## src/rtl/seg7_rx_if.sv

```systemverilog
// Bus between a multiplexed active-low 7-segment display path and its decoder.
// SEG7RX_DP_EN adds the decimal-point input and the per-digit dp_out status.
interface seg7_rx_if #(
    parameter int NDIG = 4,
    parameter int ERRW = 8
);
    logic [6:0]        seg_in;
    logic [NDIG-1:0]   dig_sel;
`ifdef SEG7RX_DP_EN
    logic              seg_dp;
    logic [NDIG-1:0]   dp_out;
`endif
    logic [4*NDIG-1:0] dato;
    logic [NDIG-1:0]   blank;
    logic              digit_valid;
    logic [2:0]        digit_idx;
    logic              err;
    logic [ERRW-1:0]   err_cnt;
    logic [1:0]        state_dbg;

    // No valid/ready here: the display bus is free-running, and the status
    // outputs are single-cycle pulses that the consumer must sample every cycle.
    modport master (
`ifdef SEG7RX_DP_EN
        output seg_dp,
        input  dp_out,
`endif
        output seg_in, dig_sel,
        input  dato, blank, digit_valid, digit_idx, err, err_cnt, state_dbg
    );

    modport slave (
`ifdef SEG7RX_DP_EN
        input  seg_dp,
        output dp_out,
`endif
        input  seg_in, dig_sel,
        output dato, blank, digit_valid, digit_idx, err, err_cnt, state_dbg
    );
endinterface

```

## src/rtl/seg7_rx_decoder.sv

```systemverilog
// Recovers hex digits from a multiplexed active-low 7-segment bus.
// Optional decimal-point capture is enabled by defining SEG7RX_DP_EN.
module seg7_rx_decoder #(
    parameter int NDIG          = 4,
    parameter int STABLE_CYCLES = 4,
    parameter int ERRW          = 8
) (
    input logic       clk,
    input logic       rst,
    seg7_rx_if.slave  bus
);
    localparam int SW = NDIG + 8;
    localparam int CW = (STABLE_CYCLES > 2) ? $clog2(STABLE_CYCLES) : 1;
    localparam logic [CW-1:0] CNT_MAX = CW'(STABLE_CYCLES - 1);

    typedef enum logic [1:0] {S_IDLE, S_SETTLE, S_CAPTURE, S_HOLD} state_t;

    state_t            state_q, state_d;
    logic [6:0]        seg_s1_q, seg_s1_d, seg_s2_q, seg_s2_d;
    logic [NDIG-1:0]   sel_s1_q, sel_s1_d, sel_s2_q, sel_s2_d;
    logic [SW-1:0]     prev_q, prev_d, cap_q, cap_d;
    logic [CW-1:0]     cnt_q, cnt_d;
    logic [4*NDIG-1:0] dato_q, dato_d;
    logic [NDIG-1:0]   blank_q, blank_d;
    logic              dv_q, dv_d, err_q, err_d;
    logic [2:0]        idx_q, idx_d;
    logic [ERRW-1:0]   err_cnt_q, err_cnt_d;
`ifdef SEG7RX_DP_EN
    logic              dp_s1_q, dp_s1_d, dp_s2_q, dp_s2_d;
    logic [NDIG-1:0]   dp_out_q, dp_out_d;
`endif

    logic [SW-1:0]     sample;
    logic              dp_s, changed, any_low;
    logic [3:0]        n_low;
    logic [2:0]        low_idx;
    logic [4:0]        dec;

    // Returns {legal, nibble}; the all-off pattern is handled by the caller.
    function automatic logic [4:0] decode_seg(input logic [6:0] s);
        case (s)
            7'b1000000: decode_seg = {1'b1, 4'h0};
            7'b1111001: decode_seg = {1'b1, 4'h1};
            7'b0100100: decode_seg = {1'b1, 4'h2};
            7'b0110000: decode_seg = {1'b1, 4'h3};
            7'b0011001: decode_seg = {1'b1, 4'h4};
            7'b0010010: decode_seg = {1'b1, 4'h5};
            7'b0000010: decode_seg = {1'b1, 4'h6};
            7'b1111000: decode_seg = {1'b1, 4'h7};
            7'b0000000: decode_seg = {1'b1, 4'h8};
            7'b0011000: decode_seg = {1'b1, 4'h9};
            7'b0001000: decode_seg = {1'b1, 4'hA};
            7'b0000011: decode_seg = {1'b1, 4'hB};
            7'b0100111: decode_seg = {1'b1, 4'hC};
            7'b0100001: decode_seg = {1'b1, 4'hD};
            7'b0000110: decode_seg = {1'b1, 4'hE};
            7'b0001110: decode_seg = {1'b1, 4'hF};
            default:    decode_seg = 5'b0_0000;
        endcase
    endfunction

    always_comb begin
        seg_s1_d  = bus.seg_in;
        seg_s2_d  = seg_s1_q;
        sel_s1_d  = bus.dig_sel;
        sel_s2_d  = sel_s1_q;
        state_d   = state_q;
        cap_d     = cap_q;
        dato_d    = dato_q;
        blank_d   = blank_q;
        dv_d      = 1'b0;
        err_d     = 1'b0;
        idx_d     = 3'd0;
        err_cnt_d = err_cnt_q;
        dec       = 5'b0;
        n_low     = 4'd0;
        low_idx   = 3'd0;
`ifdef SEG7RX_DP_EN
        dp_s1_d   = bus.seg_dp;
        dp_s2_d   = dp_s1_q;
        dp_out_d  = dp_out_q;
        dp_s      = dp_s2_q;
`else
        dp_s      = 1'b1;
`endif
        sample  = {dp_s, sel_s2_q, seg_s2_q};
        changed = (sample != prev_q);
        prev_d  = sample;
        any_low = ~&sel_s2_q;
        for (int i = 0; i < NDIG; i++) begin
            if (!sel_s2_q[i]) begin
                n_low   = n_low + 4'd1;
                low_idx = 3'(i);
            end
        end
        cnt_d = changed ? '0 : ((cnt_q == CNT_MAX) ? cnt_q : cnt_q + CW'(1));

        case (state_q)
            S_IDLE: begin
                // All-ones never matches a real digit, so the next one is always captured.
                cap_d = '1;
                if (any_low) begin
                    state_d = S_SETTLE;
                    cnt_d   = '0;
                end
            end
            S_SETTLE: begin
                if (!any_low) begin
                    state_d = S_IDLE;
                end else if (!changed && cnt_d == CNT_MAX) begin
                    // A glitch that settles back to the last captured sample is not news.
                    if (sample == cap_q) begin
                        state_d = S_HOLD;
                    end else begin
                        // Outputs are registered here so they appear during CAPTURE.
                        state_d = S_CAPTURE;
                        cap_d   = sample;
                        if (n_low == 4'd1) begin
                            dv_d  = 1'b1;
                            idx_d = low_idx;
                            dec   = decode_seg(seg_s2_q);
                            for (int i = 0; i < NDIG; i++) begin
                                if (3'(i) == low_idx) begin
`ifdef SEG7RX_DP_EN
                                    dp_out_d[i] = ~dp_s2_q;
`endif
                                    if (seg_s2_q == 7'h7f) begin
                                        blank_d[i] = 1'b1;
                                    end else if (dec[4]) begin
                                        dato_d[4*i +: 4] = dec[3:0];
                                        blank_d[i]       = 1'b0;
                                    end
                                end
                            end
                            if (seg_s2_q != 7'h7f && !dec[4]) err_d = 1'b1;
                        end else begin
                            err_d = 1'b1;
                        end
                    end
                end
            end
            S_CAPTURE: state_d = S_HOLD;
            S_HOLD: begin
                if (sample != cap_q) state_d = any_low ? S_SETTLE : S_IDLE;
            end
            default: state_d = S_IDLE;
        endcase

        if (err_d && err_cnt_q != {ERRW{1'b1}}) err_cnt_d = err_cnt_q + ERRW'(1);
    end

    always_ff @(posedge clk) begin
        if (rst) begin
            seg_s1_q  <= '1;
            seg_s2_q  <= '1;
            sel_s1_q  <= '1;
            sel_s2_q  <= '1;
            prev_q    <= '1;
            cap_q     <= '1;
            cnt_q     <= '0;
            state_q   <= S_IDLE;
            dato_q    <= '0;
            blank_q   <= '1;
            dv_q      <= 1'b0;
            err_q     <= 1'b0;
            idx_q     <= 3'd0;
            err_cnt_q <= '0;
`ifdef SEG7RX_DP_EN
            dp_s1_q   <= 1'b1;
            dp_s2_q   <= 1'b1;
            dp_out_q  <= '0;
`endif
        end else begin
            seg_s1_q  <= seg_s1_d;
            seg_s2_q  <= seg_s2_d;
            sel_s1_q  <= sel_s1_d;
            sel_s2_q  <= sel_s2_d;
            prev_q    <= prev_d;
            cap_q     <= cap_d;
            cnt_q     <= cnt_d;
            state_q   <= state_d;
            dato_q    <= dato_d;
            blank_q   <= blank_d;
            dv_q      <= dv_d;
            err_q     <= err_d;
            idx_q     <= idx_d;
            err_cnt_q <= err_cnt_d;
`ifdef SEG7RX_DP_EN
            dp_s1_q   <= dp_s1_d;
            dp_s2_q   <= dp_s2_d;
            dp_out_q  <= dp_out_d;
`endif
        end
    end

    assign bus.dato        = dato_q;
    assign bus.blank       = blank_q;
    assign bus.digit_valid = dv_q;
    assign bus.digit_idx   = idx_q;
    assign bus.err         = err_q;
    assign bus.err_cnt     = err_cnt_q;
    assign bus.state_dbg   = state_q;
`ifdef SEG7RX_DP_EN
    assign bus.dp_out      = dp_out_q;
`endif
endmodule

```

## src/flat_wrapper.sv

```systemverilog
// flat-port wrapper written by rule: the top's interface ports become plain ports
module seg7_rx_decoder_flat 
#(
    parameter int NDIG          = 4,
    parameter int STABLE_CYCLES = 4,
    parameter int ERRW          = 8
)
  (clk, rst, bus_seg_in, bus_dig_sel, bus_dato, bus_blank, bus_digit_valid, bus_digit_idx, bus_err, bus_err_cnt, bus_state_dbg);
  seg7_rx_if #(.NDIG(NDIG), .ERRW(ERRW)) bus_i ();
  input logic clk;
  input logic rst;
  input wire logic [$bits(bus_i.seg_in)-1:0] bus_seg_in;
  input wire logic [$bits(bus_i.dig_sel)-1:0] bus_dig_sel;
  output wire logic [$bits(bus_i.dato)-1:0] bus_dato;
  output wire logic [$bits(bus_i.blank)-1:0] bus_blank;
  output wire logic [$bits(bus_i.digit_valid)-1:0] bus_digit_valid;
  output wire logic [$bits(bus_i.digit_idx)-1:0] bus_digit_idx;
  output wire logic [$bits(bus_i.err)-1:0] bus_err;
  output wire logic [$bits(bus_i.err_cnt)-1:0] bus_err_cnt;
  output wire logic [$bits(bus_i.state_dbg)-1:0] bus_state_dbg;
  assign bus_i.seg_in = bus_seg_in;
  assign bus_i.dig_sel = bus_dig_sel;
  assign bus_dato = bus_i.dato;
  assign bus_blank = bus_i.blank;
  assign bus_digit_valid = bus_i.digit_valid;
  assign bus_digit_idx = bus_i.digit_idx;
  assign bus_err = bus_i.err;
  assign bus_err_cnt = bus_i.err_cnt;
  assign bus_state_dbg = bus_i.state_dbg;
  seg7_rx_decoder #(.NDIG(NDIG), .STABLE_CYCLES(STABLE_CYCLES), .ERRW(ERRW)) u_core (.clk(clk), .rst(rst), .bus(bus_i));
endmodule
```

## config.mk

```make
export PLATFORM = sky130hd
export DESIGN_NAME = seg7_rx_decoder_flat
export DESIGN_NICKNAME = d
export VERILOG_FILES = /design/src/rtl/seg7_rx_if.sv /design/src/rtl/seg7_rx_decoder.sv /design/src/flat_wrapper.sv
export SDC_FILE = /design/constraint.sdc
export NUM_CORES = 1
export LEC_CHECK = 0
export BUFFER_PORTS_ARGS = -buffer_cell sky130_fd_sc_hd__buf_2
export CAP_MARGIN = 20
export CORE_MARGIN = 4
export CORE_UTILIZATION = 28
export CTS_BUF_LIST = sky130_fd_sc_hd__clkbuf_8 sky130_fd_sc_hd__clkbuf_16
export DETAILED_ROUTE_END_ITERATION = 7
export PLACE_DENSITY = 0.52
export SLEW_MARGIN = 20
export SYNTH_ARGS = -nofsm -noshare
export SYNTH_HDL_FRONTEND = slang
export SYNTH_SLANG_ARGS = --single-unit
```

## constraint.sdc

```tcl
create_clock -name clk -period 7.3 [get_ports clk]
set_input_delay 0.73 -clock clk [delete_from_list [all_inputs] [get_ports clk]]
set_output_delay 0.73 -clock clk [all_outputs]
set_load 0.005 [all_outputs]
```

== Word level (Yosys, flattened, before mapping) ==
Index checks and enable logic that the tools add are counted.
Operators by class
  add/sub/neg operators: 5
  equality and inequality tests: 36
  multiplexer cells: 37
  bitwise operators: 6
  reduce and logical (&&, ||, !) cells: 23
Operator list (number)
  one-hot mux 5 bit (16 select lines): 1
  2-to-1 mux 12 bit: 3
  AND reduction 8 bit: 4
  equality test 7 x 6 -> 1 bit, second input constant: 4
  equality test 7 bit, second input constant: 4
  AND reduction 7 bit: 4
  2-to-1 mux 5 bit: 5
  != test 12 bit: 2
  one-hot mux 12 bit (2 select lines): 1
  equality test 7 x 5 -> 1 bit, second input constant: 3
  2-to-1 mux 2 bit: 10
  equality test 7 x 2 -> 1 bit, second input constant: 2
  equality test 7 x 4 -> 1 bit, second input constant: 2
  2-to-1 mux 1 bit: 13
  equality test 12 bit: 1
  2-to-1 mux 4 bit: 3
  adder 4 x 1 -> 4 bit, second input constant: 2
  adder 8 x 1 -> 8 bit, second input constant: 1
  equality test 2 bit, second input constant: 4
  != test 8 bit, second input constant: 1
  one-hot mux 2 bit (4 select lines): 1
  AND reduction 4 bit: 2
  equality test 7 x 3 -> 1 bit, second input constant: 1
  logical NOT 7 bit: 1
  other kinds (19): 32
Word-level totals
  bits in registers: 83
  input port bits: 13
  output and inout bits: 35
  logic and storage cells: 128

== Longest topological paths before layout ==
  depth after elaboration: 22
  depth in mapped cells: 12
  depth with buffers taken out: 10

== Worst setup path after synthesis ==
OpenSTA, ideal clock, no wires.
  path kind: register to register
  from: register u_core.sel_s2_q[1]
  to: register u_core.dato_q[8], in the netlist u_core.bus.dato[8]
  setup time: 135 ps
  arrival: 2618 ps
  required time: 7165 ps
  setup slack: 4547 ps
  cell stages (with the launch flop): 11
  buffers on the path: 2
  clock period less this slack: 2753 ps
  path through: dfxtp_1 -> buf_2 -> inv_1 -> ha_1 -> xnor2_2 -> ha_1 -> o41ai_4 -> o2111ai_2 -> or3b_1 -> buf_2 -> mux2i_1
Between the ends
  longest elaborated chain between the ends: 7
  elaborated cells between the ends (all ways): 20
  those cells by class: add/sub: 2; eq/ne: 5; mux: 7; bitwise: 2; reduce/logical: 4
RTL lines
  start, declared: RTL line seg7_rx_decoder.sv:20  | logic [NDIG-1:0] sel_s1_q, sel_s1_d, sel_s2_q, sel_s2_d;
  start signal, assigned: RTL line seg7_rx_decoder.sv:177  | sel_s2_q <= sel_s2_d;
  2-to-1 mux 4 bit: RTL line seg7_rx_decoder.sv:91  | if (!sel_s2_q[i]) begin
  adder 4 x 1 -> 4 bit: RTL line seg7_rx_decoder.sv:92  | n_low = n_low + 4'd1;
  2-to-1 mux 4 bit: RTL line seg7_rx_decoder.sv:91
  adder 4 x 1 -> 4 bit: RTL line seg7_rx_decoder.sv:92
  2-to-1 mux 4 bit: RTL line seg7_rx_decoder.sv:91
  equality test 4 x 1 -> 1 bit: RTL line seg7_rx_decoder.sv:118  | if (n_low == 4'd1) begin
  AND reduction 8 bit (no line) *
  end signal, assigned: RTL line seg7_rx_decoder.sv:182  | dato_q <= dato_d;
  end, declared: RTL line seg7_rx_decoder.sv:23  | logic [4*NDIG-1:0] dato_q, dato_d;
Mark *: on every way between the ends. The rest lies on a longest branch, timed or not.
A chain may end at the register's enable or synchronous reset.

== Final worst setup path ==
Ends and elaborated chain as after synthesis.

==> flow_summary_export.csv <==
group,metric,value,unit
finish,final_core_util,0.3370,
outcome,status,"completed",
cts,numCtsBuffers,9,
route,drt_pass1_iterations,6,
cts,cts-root-buf,"clkbuf_16",
yosys,ys_types,53,
floorplanning,pin_count,48,
global_route,grt_start_max_net_pins,45,
sta,worst_slew_pin_slew,0.8624,ns
critical_path,cpPeakStageDelay,0.52,ns
cts,clk_latency,0.33,ns
cts,cts_tree,"built",
place,globalplace.congestion,0.7473,
critical_path,crit_chain,"inv_1 -> ha_1 -> xnor2_2 -> ha_1 -> o41ai_4 -> o2111ai_2 -> or3b_1 -> mux2i_1",
global_route,overflow,0,
power_and_ir_drop,p_per_area,237.5,mW/mm²
power_and_ir_drop,power_leakage,1.670,nW
critical_path,crit_path_start_kind,"flip-flop",
sta,final.period_utilization,0.4152,
cts,cts_resized,0,
cts,clk_pin_slew,0.06,ns
cts,cts_hold_buf,0,
yosys,yosysTopAreaCellShare,0.4311,
yosys,ys_seq_elements,80,
cts,clockBufferDepth,2,
sta,rsz0062_at_grt,"no",
route,post_drt_wl_per_cell,13.35,µm
place,place_hpwl,5292,µm
cts,cts_max_level,3,
critical_path,path_max_fanout,8,
critical_path,arrival,3.21,ns
sta,slew_headroom,0.4243,
critical_path,cpLargestDelayFamily,"compound AO/OA/AOI/OAI gates",
yosys,synth-edff-count,0,
critical_path,cpMostUsedCell,"ha_1",
route,vias,2732,
global_route,grt_pass1_wl,12780,µm
floorplanning,start_util,0.2897,
critical_path,endpoint_kind,"flip-flop",
critical_path,path_buf_inv,1,
finish,n_antenna_cell,0,
global_route,grt_pass1_vias,2545,
critical_path,slowest_stage,"or3b_1",
yosys,synth_nets,397,
yosys,ys.flop_type,"dfxtp_1",
yosys,ys_warn_count,0,
power_and_ir_drop,peakVddDrop,0.1027,mV
yosys,synth_cells,380,
floorplanning,core,0.01282,mm²
yosys,syn_area,0.003715,mm²
route,drt_iter0_markers,153,
route,drcViolationCount,0,
yosys,synthArstFlopShare,0,
run,cap_violations,0,
sta,final-hold-violation-count,0,
global_route,antenna_found_initial,0,
finish,layout-drive-gt1-share,0.2718,
sta,fmax,330.0,MHz
floorplanning,die_h,123.2,µm
floorplanning,die_area,0.01517,mm²
route,drt_wl_total,7799,µm
sta,layout_min_cycle_time,3.031,ns
sta,drv_slew,0,
yosys,ys_top_cells_by_area,"dfxtp_1 43%, mux2i_1 5.4%, or2_2 5.2%, nand2_1 3.6%, xnor2_2 3.1%",
yosys,synth_common_cells,"80 x dfxtp_1, 36 x nand2_1, 31 x or2_2",
finish,fin_nets,425,
place,portBuffers,46,
floorplanning,rows,41,
cts,cts.sinks,80,
critical_path,worstSetupPathType,"flip-flop to flip-flop",
critical_path,rrSetupSlack,4.27,ns
min_path,hp-class,"flip-flop to flip-flop",
yosys,ys_seq_area_frac,0.4311,
finish,syn_to_final_growth,16.34,%
floorplanning,die_x,123.2,µm
sta,clock_skew,0.006945,ns
cts,post_cts_buffers,0,
global_route,grt_use_total,0.1079,
route,via_per_inst,4.678,
yosys,yosysMostFrequentCell,"dfxtp_1",
sta,setup_viol,0,
sta,tns,0,ns
critical_path,required,7.48,ns
yosys,postSynthAreaPerCell,9.776,µm²
route,detail-route-antenna-nets,0,
yosys,yosysTopAreaCell,"dfxtp_1",
==> routing by layer <==
layer,vias up,share of wire,global-route usage
met5,-,0,0
met4,0,0.015,0.03945
met3,10,0.055,0.03843
met2,57,0.45,0.1641
met1,1284,0.48,0.1411
li1,1381,-,-
==> power by group <==
part | leakage [nW] | internal [W] | switching, W
clock | 0.171 | 0.000339 | 0.000167
combinational | 0.846 | 0.0000275 | 0.0000338
sequential | 0.652 | 0.000445 | 0.0000148
total | 1.67 | 0.000811 | 0.000215
==> area by class of cell <==
cell class,instances,area (µm²)
fillers,1382,8503
flip-flops and latches,80,1602
inverters,9,33.78
clock buffers,10,239.0
repair buffers,49,252.7
well taps,172,215.2
multi-input cells,259,1882
clock inverters,5,97.59
==> metrics by stage <==
| stage | std cells | hold slack, ns | instance area, µm² | setup WS [ns] | power (W) |
|---|---|---|---|---|---|
| CTS | 584 | 0.4081 | 4322 | 4.245 | 0.001041 |
| floorplan | 380 | 0.3895 | 3715 | 4.547 | 0.0005195 |
| global placement | 569 | 0.3919 | 3985 | 4.364 | 0.0005293 |
| global route | 584 | 0.4205 | 4322 | 4.046 | 0.001067 |
| finish | 584 | 0.4073 | 4322 | 4.269 | 0.001027 |
| detailed placement | 569 | 0.3944 | 3985 | 4.269 | 0.0005311 |
==> logic make-up (layout without fill, tap and decap cells) <==
family                   after synthesis  count (layout)  synth area share
AND/OR/NAND/NOR                      149             149            0.2344
flip-flops                            80              80            0.4311
AO/OA/AOI/OAI                         58              58            0.1159
buffers and inverters                 41              73           0.06231
XOR/XNOR                              27              27           0.08791
multiplexers                          20              20           0.05389
adder cells (fa/ha/maj)                4               4           0.01347
other                                  1               1          0.001009
==> worst register-to-register path: stages, from the launching register on <==
cell and delay, ns:
dfxtp_1 0.51, inv_1 0.13, ha_1 0.34, xnor2_2 0.25
ha_1 0.31, o41ai_4 0.45, o2111ai_2 0.22, or3b_1 0.52
mux2i_1 0.16
==> state kept, by name (all words and copies together), names as in the netlist, 2 cells and up, named ones only <==
name                  cells
u_core.bus.digit_idx      2
u_core.sel_s2_q           4
u_core.seg_s1_q           7
u_core.bus.err_cnt        8
u_core.seg_s2_q           7
u_core.cnt_q              2
u_core.bus.dato          16
u_core.bus.blank          4
u_core.cap_q             11
u_core.prev_q            11
u_core.sel_s1_q           4
==> cell usage in the layout (no fill, tap or decap), drive strengths merged, types with 2 or more instances in the layout <==
cell type	instances
buf	49
nand3	14
a31oi	3
a21oi	13
or4	5
nor2	18
xnor2	16
dfxtp	80
inv	11
nand3b	3
o2111ai	2
o31a	3
nand2	36
nor3b	2
or2	31
nor4	9
o211ai	2
ha	4
o22a	11
nor3	9
and3	4
clkbuf	10
o21ai	9
o21bai	3
xor2	11
and3b	2
mux2i	20
o31ai	6
nor4b	5
nand4	7
bufinv	3
==> worst paths after layout <==
check,end,from,cells past startpoint
setup / recovery,u_core.bus.dato[8],u_core.sel_s2_q[1],8
hold / removal,u_core.seg_s2_q[1],u_core.seg_s1_q[1],1
setup reg to reg,u_core.bus.dato[8],u_core.sel_s2_q[1],8
hold reg to reg,u_core.seg_s2_q[1],u_core.seg_s1_q[1],1
(Power assumes the default switching activity.)
